==> src/rtl/vram_hex_writer.sv <==
// vram_hex_writer: renders NCH 32-bit debug channels into text VRAM as
// upper-case hex fields laid out on a grid, one character per clock.
// Optional build macro: VRAM_HEX_WRITER_CHANGE_HILITE_EN sets bit 7 on every
// character of a channel whose value changed since the previous snapshot.
//
// state | meaning
// IDLE  | waiting for start
// WRITE | emitting characters; fin_q marks the closing done cycle
module vram_hex_writer #(
  parameter int NCH        = 16,
  parameter int COLS       = 80,
  parameter int ADDR_W     = 13,
  parameter int ROW0       = 0,
  parameter int COL0       = 0,
  parameter int CH_PER_ROW = 4,
  parameter int FIELD_W    = 10
) (
  input  logic                clk,
  input  logic                rst,
  input  logic                start,
  input  logic [NCH*32-1:0]   data_in,
  output logic                vram_we,
  output logic [ADDR_W-1:0]   vram_write_addr,
  output logic [7:0]          vram_data_in,
  output logic                busy,
  output logic                done
);

  localparam int CH_W   = (NCH > 1) ? $clog2(NCH) : 1;
  localparam int POS_W  = $clog2(FIELD_W + 1);
  localparam int SLOT_W = (CH_PER_ROW > 1) ? $clog2(CH_PER_ROW) : 1;
  localparam int LAST_ADDR = (ROW0 + (NCH - 1) / CH_PER_ROW) * COLS + COL0
                             + ((NCH - 1) % CH_PER_ROW) * FIELD_W + FIELD_W - 1;
  localparam logic [ADDR_W-1:0] ROW_BASE0 = ADDR_W'(ROW0 * COLS);
  localparam logic [ADDR_W-1:0] COLS_A    = ADDR_W'(COLS);
  localparam logic [ADDR_W-1:0] COL0_A    = ADDR_W'(COL0);

  // Parameter legality is an elaboration-time concern only.
  if (FIELD_W < 8) begin : g_bad_field
    $error("vram_hex_writer: FIELD_W must be at least 8");
  end
  if (COL0 + CH_PER_ROW * FIELD_W > COLS) begin : g_bad_cols
    $error("vram_hex_writer: channel row does not fit in COLS");
  end
  if (LAST_ADDR >= (1 << ADDR_W)) begin : g_bad_addr
    $error("vram_hex_writer: last address exceeds ADDR_W");
  end

  typedef enum logic {IDLE, WRITE} state_t;

  state_t              state_q, state_d;
  logic [NCH*32-1:0]   snap_q, snap_d;
  logic                pend_q, pend_d;
  logic                fin_q, fin_d;
  logic [CH_W-1:0]     ch_q, ch_d;
  logic [POS_W-1:0]    pos_q, pos_d;
  logic [SLOT_W-1:0]   slot_q, slot_d;
  logic [ADDR_W-1:0]   row_base_q, row_base_d;
  logic [ADDR_W-1:0]   cur_addr_q, cur_addr_d;
  logic                we_q, we_d;
  logic [ADDR_W-1:0]   addr_q, addr_d;
  logic [7:0]          data_q, data_d;
  logic                busy_q, busy_d;
  logic                done_q, done_d;
  logic                load_c;
  logic [31:0]         ch_word;
  logic [3:0]          nib_c;
  logic [7:0]          char_c;
`ifdef VRAM_HEX_WRITER_CHANGE_HILITE_EN
  logic [NCH*32-1:0]   prev_q, prev_d;
  logic [31:0]         prev_word;
`endif

  // Select the current channel word and encode the current field character.
  always_comb begin
    ch_word = '0;
    for (int k = 0; k < NCH; k++) begin
      if (ch_q == CH_W'(k)) ch_word = snap_q[32*k +: 32];
    end
    nib_c = ch_word[{~pos_q[2:0], 2'b00} +: 4];
    if (pos_q > POS_W'(7))    char_c = 8'h20;
    else if (nib_c < 4'd10)   char_c = {4'h3, nib_c};
    else                      char_c = 8'h37 + {4'h0, nib_c};
`ifdef VRAM_HEX_WRITER_CHANGE_HILITE_EN
    prev_word = '0;
    for (int k = 0; k < NCH; k++) begin
      if (ch_q == CH_W'(k)) prev_word = prev_q[32*k +: 32];
    end
    char_c[7] = (ch_word != prev_word);
`endif
  end

  // Next-state, counter walk and registered output values.
  always_comb begin
    state_d    = state_q;
    snap_d     = snap_q;
    pend_d     = pend_q;
    fin_d      = fin_q;
    ch_d       = ch_q;
    pos_d      = pos_q;
    slot_d     = slot_q;
    row_base_d = row_base_q;
    cur_addr_d = cur_addr_q;
    we_d       = 1'b0;
    addr_d     = addr_q;
    data_d     = data_q;
    busy_d     = busy_q;
    done_d     = 1'b0;
    load_c     = 1'b0;
`ifdef VRAM_HEX_WRITER_CHANGE_HILITE_EN
    prev_d     = prev_q;
`endif
    case (state_q)
      IDLE: begin
        if (start) load_c = 1'b1;
      end
      WRITE: begin
        if (start) pend_d = 1'b1;
        if (!fin_q) begin
          we_d       = 1'b1;
          addr_d     = cur_addr_q;
          data_d     = char_c;
          cur_addr_d = cur_addr_q + 1'b1;
          if (pos_q == POS_W'(FIELD_W - 1)) begin
            pos_d = '0;
            if (ch_q == CH_W'(NCH - 1)) begin
              fin_d = 1'b1;
            end else begin
              ch_d = ch_q + 1'b1;
              if (slot_q == SLOT_W'(CH_PER_ROW - 1)) begin
                slot_d     = '0;
                row_base_d = row_base_q + COLS_A;
                cur_addr_d = row_base_q + COLS_A + COL0_A;
              end else begin
                slot_d = slot_q + 1'b1;
              end
            end
          end else begin
            pos_d = pos_q + 1'b1;
          end
        end else begin
          done_d = 1'b1;
          pend_d = 1'b0;
          if (pend_q || start) begin
            load_c = 1'b1;
          end else begin
            busy_d  = 1'b0;
            state_d = IDLE;
          end
        end
      end
      default: state_d = IDLE;
    endcase
    if (load_c) begin
      snap_d     = data_in;
      busy_d     = 1'b1;
      state_d    = WRITE;
      fin_d      = 1'b0;
      ch_d       = '0;
      pos_d      = '0;
      slot_d     = '0;
      row_base_d = ROW_BASE0;
      cur_addr_d = ROW_BASE0 + COL0_A;
`ifdef VRAM_HEX_WRITER_CHANGE_HILITE_EN
      prev_d     = snap_q;
`endif
    end
  end

  // State, snapshot and output registers with synchronous reset.
  always_ff @(posedge clk) begin
    if (rst) begin
      state_q    <= IDLE;
      snap_q     <= '0;
      pend_q     <= 1'b0;
      fin_q      <= 1'b0;
      ch_q       <= '0;
      pos_q      <= '0;
      slot_q     <= '0;
      row_base_q <= '0;
      cur_addr_q <= '0;
      we_q       <= 1'b0;
      addr_q     <= '0;
      data_q     <= '0;
      busy_q     <= 1'b0;
      done_q     <= 1'b0;
`ifdef VRAM_HEX_WRITER_CHANGE_HILITE_EN
      prev_q     <= '0;
`endif
    end else begin
      state_q    <= state_d;
      snap_q     <= snap_d;
      pend_q     <= pend_d;
      fin_q      <= fin_d;
      ch_q       <= ch_d;
      pos_q      <= pos_d;
      slot_q     <= slot_d;
      row_base_q <= row_base_d;
      cur_addr_q <= cur_addr_d;
      we_q       <= we_d;
      addr_q     <= addr_d;
      data_q     <= data_d;
      busy_q     <= busy_d;
      done_q     <= done_d;
`ifdef VRAM_HEX_WRITER_CHANGE_HILITE_EN
      prev_q     <= prev_d;
`endif
    end
  end

  assign vram_we         = we_q;
  assign vram_write_addr = addr_q;
  assign vram_data_in    = data_q;
  assign busy            = busy_q;
  assign done            = done_q;

endmodule
==> config.mk <==
export PLATFORM = sky130hd
export DESIGN_NAME = vram_hex_writer
export DESIGN_NICKNAME = d
export VERILOG_FILES = /design/src/rtl/vram_hex_writer.sv
export SDC_FILE = /design/constraint.sdc
export NUM_CORES = 1
export LEC_CHECK = 0
export ABC_AREA = 1
export CELL_PAD_IN_SITES_DETAIL_PLACEMENT = 1
export CELL_PAD_IN_SITES_GLOBAL_PLACEMENT = 2
export CORE_UTILIZATION = 28
export DETAILED_ROUTE_END_ITERATION = 12
export PLACE_DENSITY = 0.79
export SYNTH_ARGS = -nofsm -noshare
export SYNTH_HDL_FRONTEND = slang
export SYNTH_SLANG_ARGS = --single-unit
==> constraint.sdc <==
create_clock -name clk -period 3.9 [get_ports clk]
set_input_delay 0.78 -clock clk [delete_from_list [all_inputs] [get_ports clk]]
set_output_delay 0.78 -clock clk [all_outputs]
set_load 0.005 [all_outputs]
==> results summary <==
The synthesized design spends more area on one cell type than any other, namely dfxtp_1. In the final routed layout, each cell accounts on average for 21.6 um. The share of synthesized flip-flops with an asynchronous set or reset is 0%. The worst path setup slack after routing is 0.318 ns. For this configuration, the core starts out at a cell density of 28.4%. The overall overflow remaining after global route is 0. The total nets after synthesis is 4367. The clock drives 570 sinks. The number of unique standard cell types used by synthesis is 38. The path category of the worst min-delay check is reg -> reg. In this run the critical register-to-register path is captured at vram_data_in[5]$_SDFFE_PP0P_.

The count of endpoints failing hold in the final timing report came out at 0. The count of input and output buffers is 537. The reported leakage power came out at 0.0143 uW. The first detailed-routing pass ran for 5 iterations.

The critical path is of the reg -> reg type. The aggregate global-route resource usage came out at 25.0%. The slew at the pin closest to its max-slew limit came out at 0.703 ns. The maximum number of pins on one net before global-route repair is 128. The count of unresolved DRC violations after routing came out at 0.

The power density relative to cell area came out at 443 mW/mm2. Of the available clock period, the critical path in the final layout requires 91.9%. The via count of the first global-routing pass is 26900. The critical register-to-register path startpoint is ch_q[0]$_SDFFE_PP0P_. The overall routed net length is 119000 um. The full die area came out at 0.0927 mm2. The standard cell core area came out at 0.0903 mm2.

The number of vias per cell is 4.86. Of the synthesized area, sequential elements account for 44.5%. The filler cell count came out at 11200. Sorting the synthesized cells by area gives the leading types as dfxtp_1 45%, nor2_1 13%, o21ai_0 11%, nand2_1 9.3%, a21oi_1 5.5%.

The tool flagged a number of max-cap violations equal to 0. For the worst setup path, the data required time is 4.44 ns. The data arrival at the endpoint of the critical path came out at 4.12 ns.

The worst register-to-register path has a setup slack of 0.32 ns. The count of final max-slew check failures is 0. The number of top-level pins came out at 539. In the final layout, the share of cells above drive strength 1 is 6.66%.

The cell seen most often among critical-path stages is nand2_1. The mean cell area of the mapped netlist came out at 6.67 um2. STA classifies the critical path startpoint as a flop. The count of antenna-violating nets left after detailed routing is 0. The number of placement rows came out at 110. The global placer's final weighted congestion came out at 0.881.

The final period demand of the worst path came out at 3.58 ns. The first global-routing pass estimated 174000 um of wire. The overall die height is 305 um. The cell area after synthesis is 0.0256 mm2. On the final layout, the worst clock skew is 0.0296 ns. The maximum number of buffers from clock root to sink came out at 3. Setup repair after global routing left no endpoint under its margin.

The run finished with clean final reports. STA classifies the critical path endpoint as a flop. The antenna diode count is 0. The cell sitting at the root of the clock tree is a clkbuf_16. The peak ir drop on the vdd network came out at 0.348 mV.

The flop and latch count out of synthesis is 570. The net count of the finished layout came out at 4815. The layout overhead on the synthesized area is 35.9%. The CTS buffer count came out at 69. The cell count of the worst reg-to-reg path is 28.

The biggest fanout along the worst timing path is 13. The x dimension of the die is 305 um. Before CTS, the worst setup slack after placement is 0.0795 ns.

Clock-pin slew was measured on the worst setup and hold paths at 0.06 ns. The yosys synthesis warning count came out at 0. The summed negative setup slack over all endpoints came out at 0 ns. Summed over all nets, the half-perimeter wirelength after detailed placement is 92200 um. The headroom to the max-slew limit came out at 52.6%. On the worst path, the slowest cell contributes a delay of 0.34 ns. The end-of-flow core utilization is 38.6%. The total of endpoints with negative setup slack in the final report is 0. TritonCTS built the clock tree. The DRC marker count from the first detailed-route iteration is 1758. The H-tree was split into 3 levels.

In the synthesized netlist the dominant register cell turns out to be dfxtp_1. In this run the worst setup path begins at ch_q[0]$_SDFFE_PP0P_. The vias after detailed routing came out at 26800.

The critical path ends at vram_data_in[5]$_SDFFE_PP0P_. The initial antenna violation count is 1. The synthesized instance count came out at 3844. The achievable frequency came out at 279 MHz. Counting flops with a built-in enable in the synthesized netlist gives 0. On the critical path, the stage with the largest delay is an instance of dfxtp_1. The tightest hold margin is 0.452 ns. The later pin in the worst-skew pair is clocked with a latency of 0.62 ns.

The portion of synthesized cell area occupied by the leading cell type is 44.5%.
-- timing repair --
| item | 4_1_cts | 5_1_grt |
|---|---|---|
| buffers inserted | 0 | 4 |
| resized for setup | 0 | 14 |
| endpoints found under the hold margin | 0 | 0 |
| setup endpoints to repair | 0 | 7 |
| hold buffers | 0 | 0 |
-- synth_stat cells, drive strengths merged (2+ instances only) --
cell type    n
or2         33
a21oi      283
nand3b       6
nor3        13
nand2      641
a211oi       5
nand4       35
buf         62
clkbuf     209
a31oi        7
xor2        10
nand3      181
o22ai        3
o211ai       2
dfxtp      570
inv        269
nor2       914
clkinv       4
ha           8
o21ai      582
-- worst max-delay path: cells and delay by family (launching register included) --
family        cells  cell delay (ns)
buf+inv           5             0.62
simple gates     22             2.36
flops             1             0.34
fa+ha+maj         1             0.20
-- how the worst min path moves through the flow --
| stage | cells after the start | startpoint | endpoint |
|---|---|---|---|
| floorplan | 2 | snap_q[162]$_SDFFE_PP0P_ | snap_q[162]$_SDFFE_PP0P_ |
| global placement | 2 | snap_q[354]$_SDFFE_PP0P_ | snap_q[354]$_SDFFE_PP0P_ |
| detailed placement | 2 | snap_q[170]$_SDFFE_PP0P_ | snap_q[170]$_SDFFE_PP0P_ |
| CTS | 2 | snap_q[354]$_SDFFE_PP0P_ | snap_q[354]$_SDFFE_PP0P_ |
| global route | 2 | snap_q[226]$_SDFFE_PP0P_ | snap_q[226]$_SDFFE_PP0P_ |
| finish | 2 | snap_q[259]$_SDFFE_PP0P_ | snap_q[259]$_SDFFE_PP0P_ |
-- routing by layer --
layer  part of all wire, %  routed length [um]  track usage, %  vias to the layer above
met4                   2.7                3230            7.15                        0
met1                    46               54800            33.4                    12800
li1                      -                   -               -                    13200
met5                     0                   0               0                        -
met2                    47               55700            42.1                      664
met3                   4.5                5380            3.06                      142
-- placed cells by master (no fill, tap or decap), drive strengths merged, types with 2 or more instances in the layout --
| cell | n |
|---|---|
| a211oi | 5 |
| a21oi | 283 |
| a31oi | 7 |
| buf | 110 |
| bufinv | 4 |
| clkbuf | 97 |
| clkdlybuf4s50 | 537 |
| clkinv | 20 |
| clkinvlp | 3 |
| dfxtp | 570 |
| ha | 8 |
| inv | 271 |
| nand2 | 641 |
| nand3 | 181 |
| nand3b | 6 |
| nand4 | 35 |
| nor2 | 914 |
| nor3 | 13 |
| o211ai | 2 |
| o21ai | 582 |
| o22ai | 3 |
| or2 | 33 |
| xor2 | 10 |
-- final cells by class --
| type | instances | area, um2 | area share (%) |
|---|---|---|---|
| sequential | 570 | 11400 | 32.8 |
| multi-input combinational | 2730 | 12100 | 34.8 |
| tap | 1176 | 1470 | 4.23 |
| timing repair buffer | 648 | 6500 | 18.7 |
| clock inverter | 25 | 277 | 0.794 |
| clock buffer | 96 | 2010 | 5.77 |
| inverter | 273 | 1040 | 3.00 |
-- sequential cells by signal, indices dropped and copies added, names as in the netlist, 2 cells and up --
register	count
slot_q	2
vram_data_in	7
ch_q	4
pos_q	4
cur_addr_q	13
vram_write_addr	13
row_base_q	9
snap_q	512
-- per-stage QoR --
step           total power (uW)  cell area [um2]  instances
4_1_cts                   15600            34700       5513
3_3_place_gp               8950            32400       5392
3_5_place_dp               8980            32400       5392
2_1_floorplan              7650            25600       3844
6_report                  15400            34800       5518
5_1_grt                   16000            34800       5518
-- where the power goes --
part | internal, uW | switching, uW
sequential | 6310 | 292
combinational | 954 | 1310
clock | 3880 | 2690
total | 11100 | 4290
-- kinds of logic after synthesis --
kind of cell	after synthesis	share of synthesized area (%)
AND/OR/NAND/NOR	1823	28.7
AO/OA/AOI/OAI	887	17.5
other	1	0.0146
buffers and inverters	544	8.51
XOR/XNOR	11	0.376
flip-flops	570	44.5
adder cells (fa/ha/maj)	8	0.391
Power figures use the tool's default switching activity.
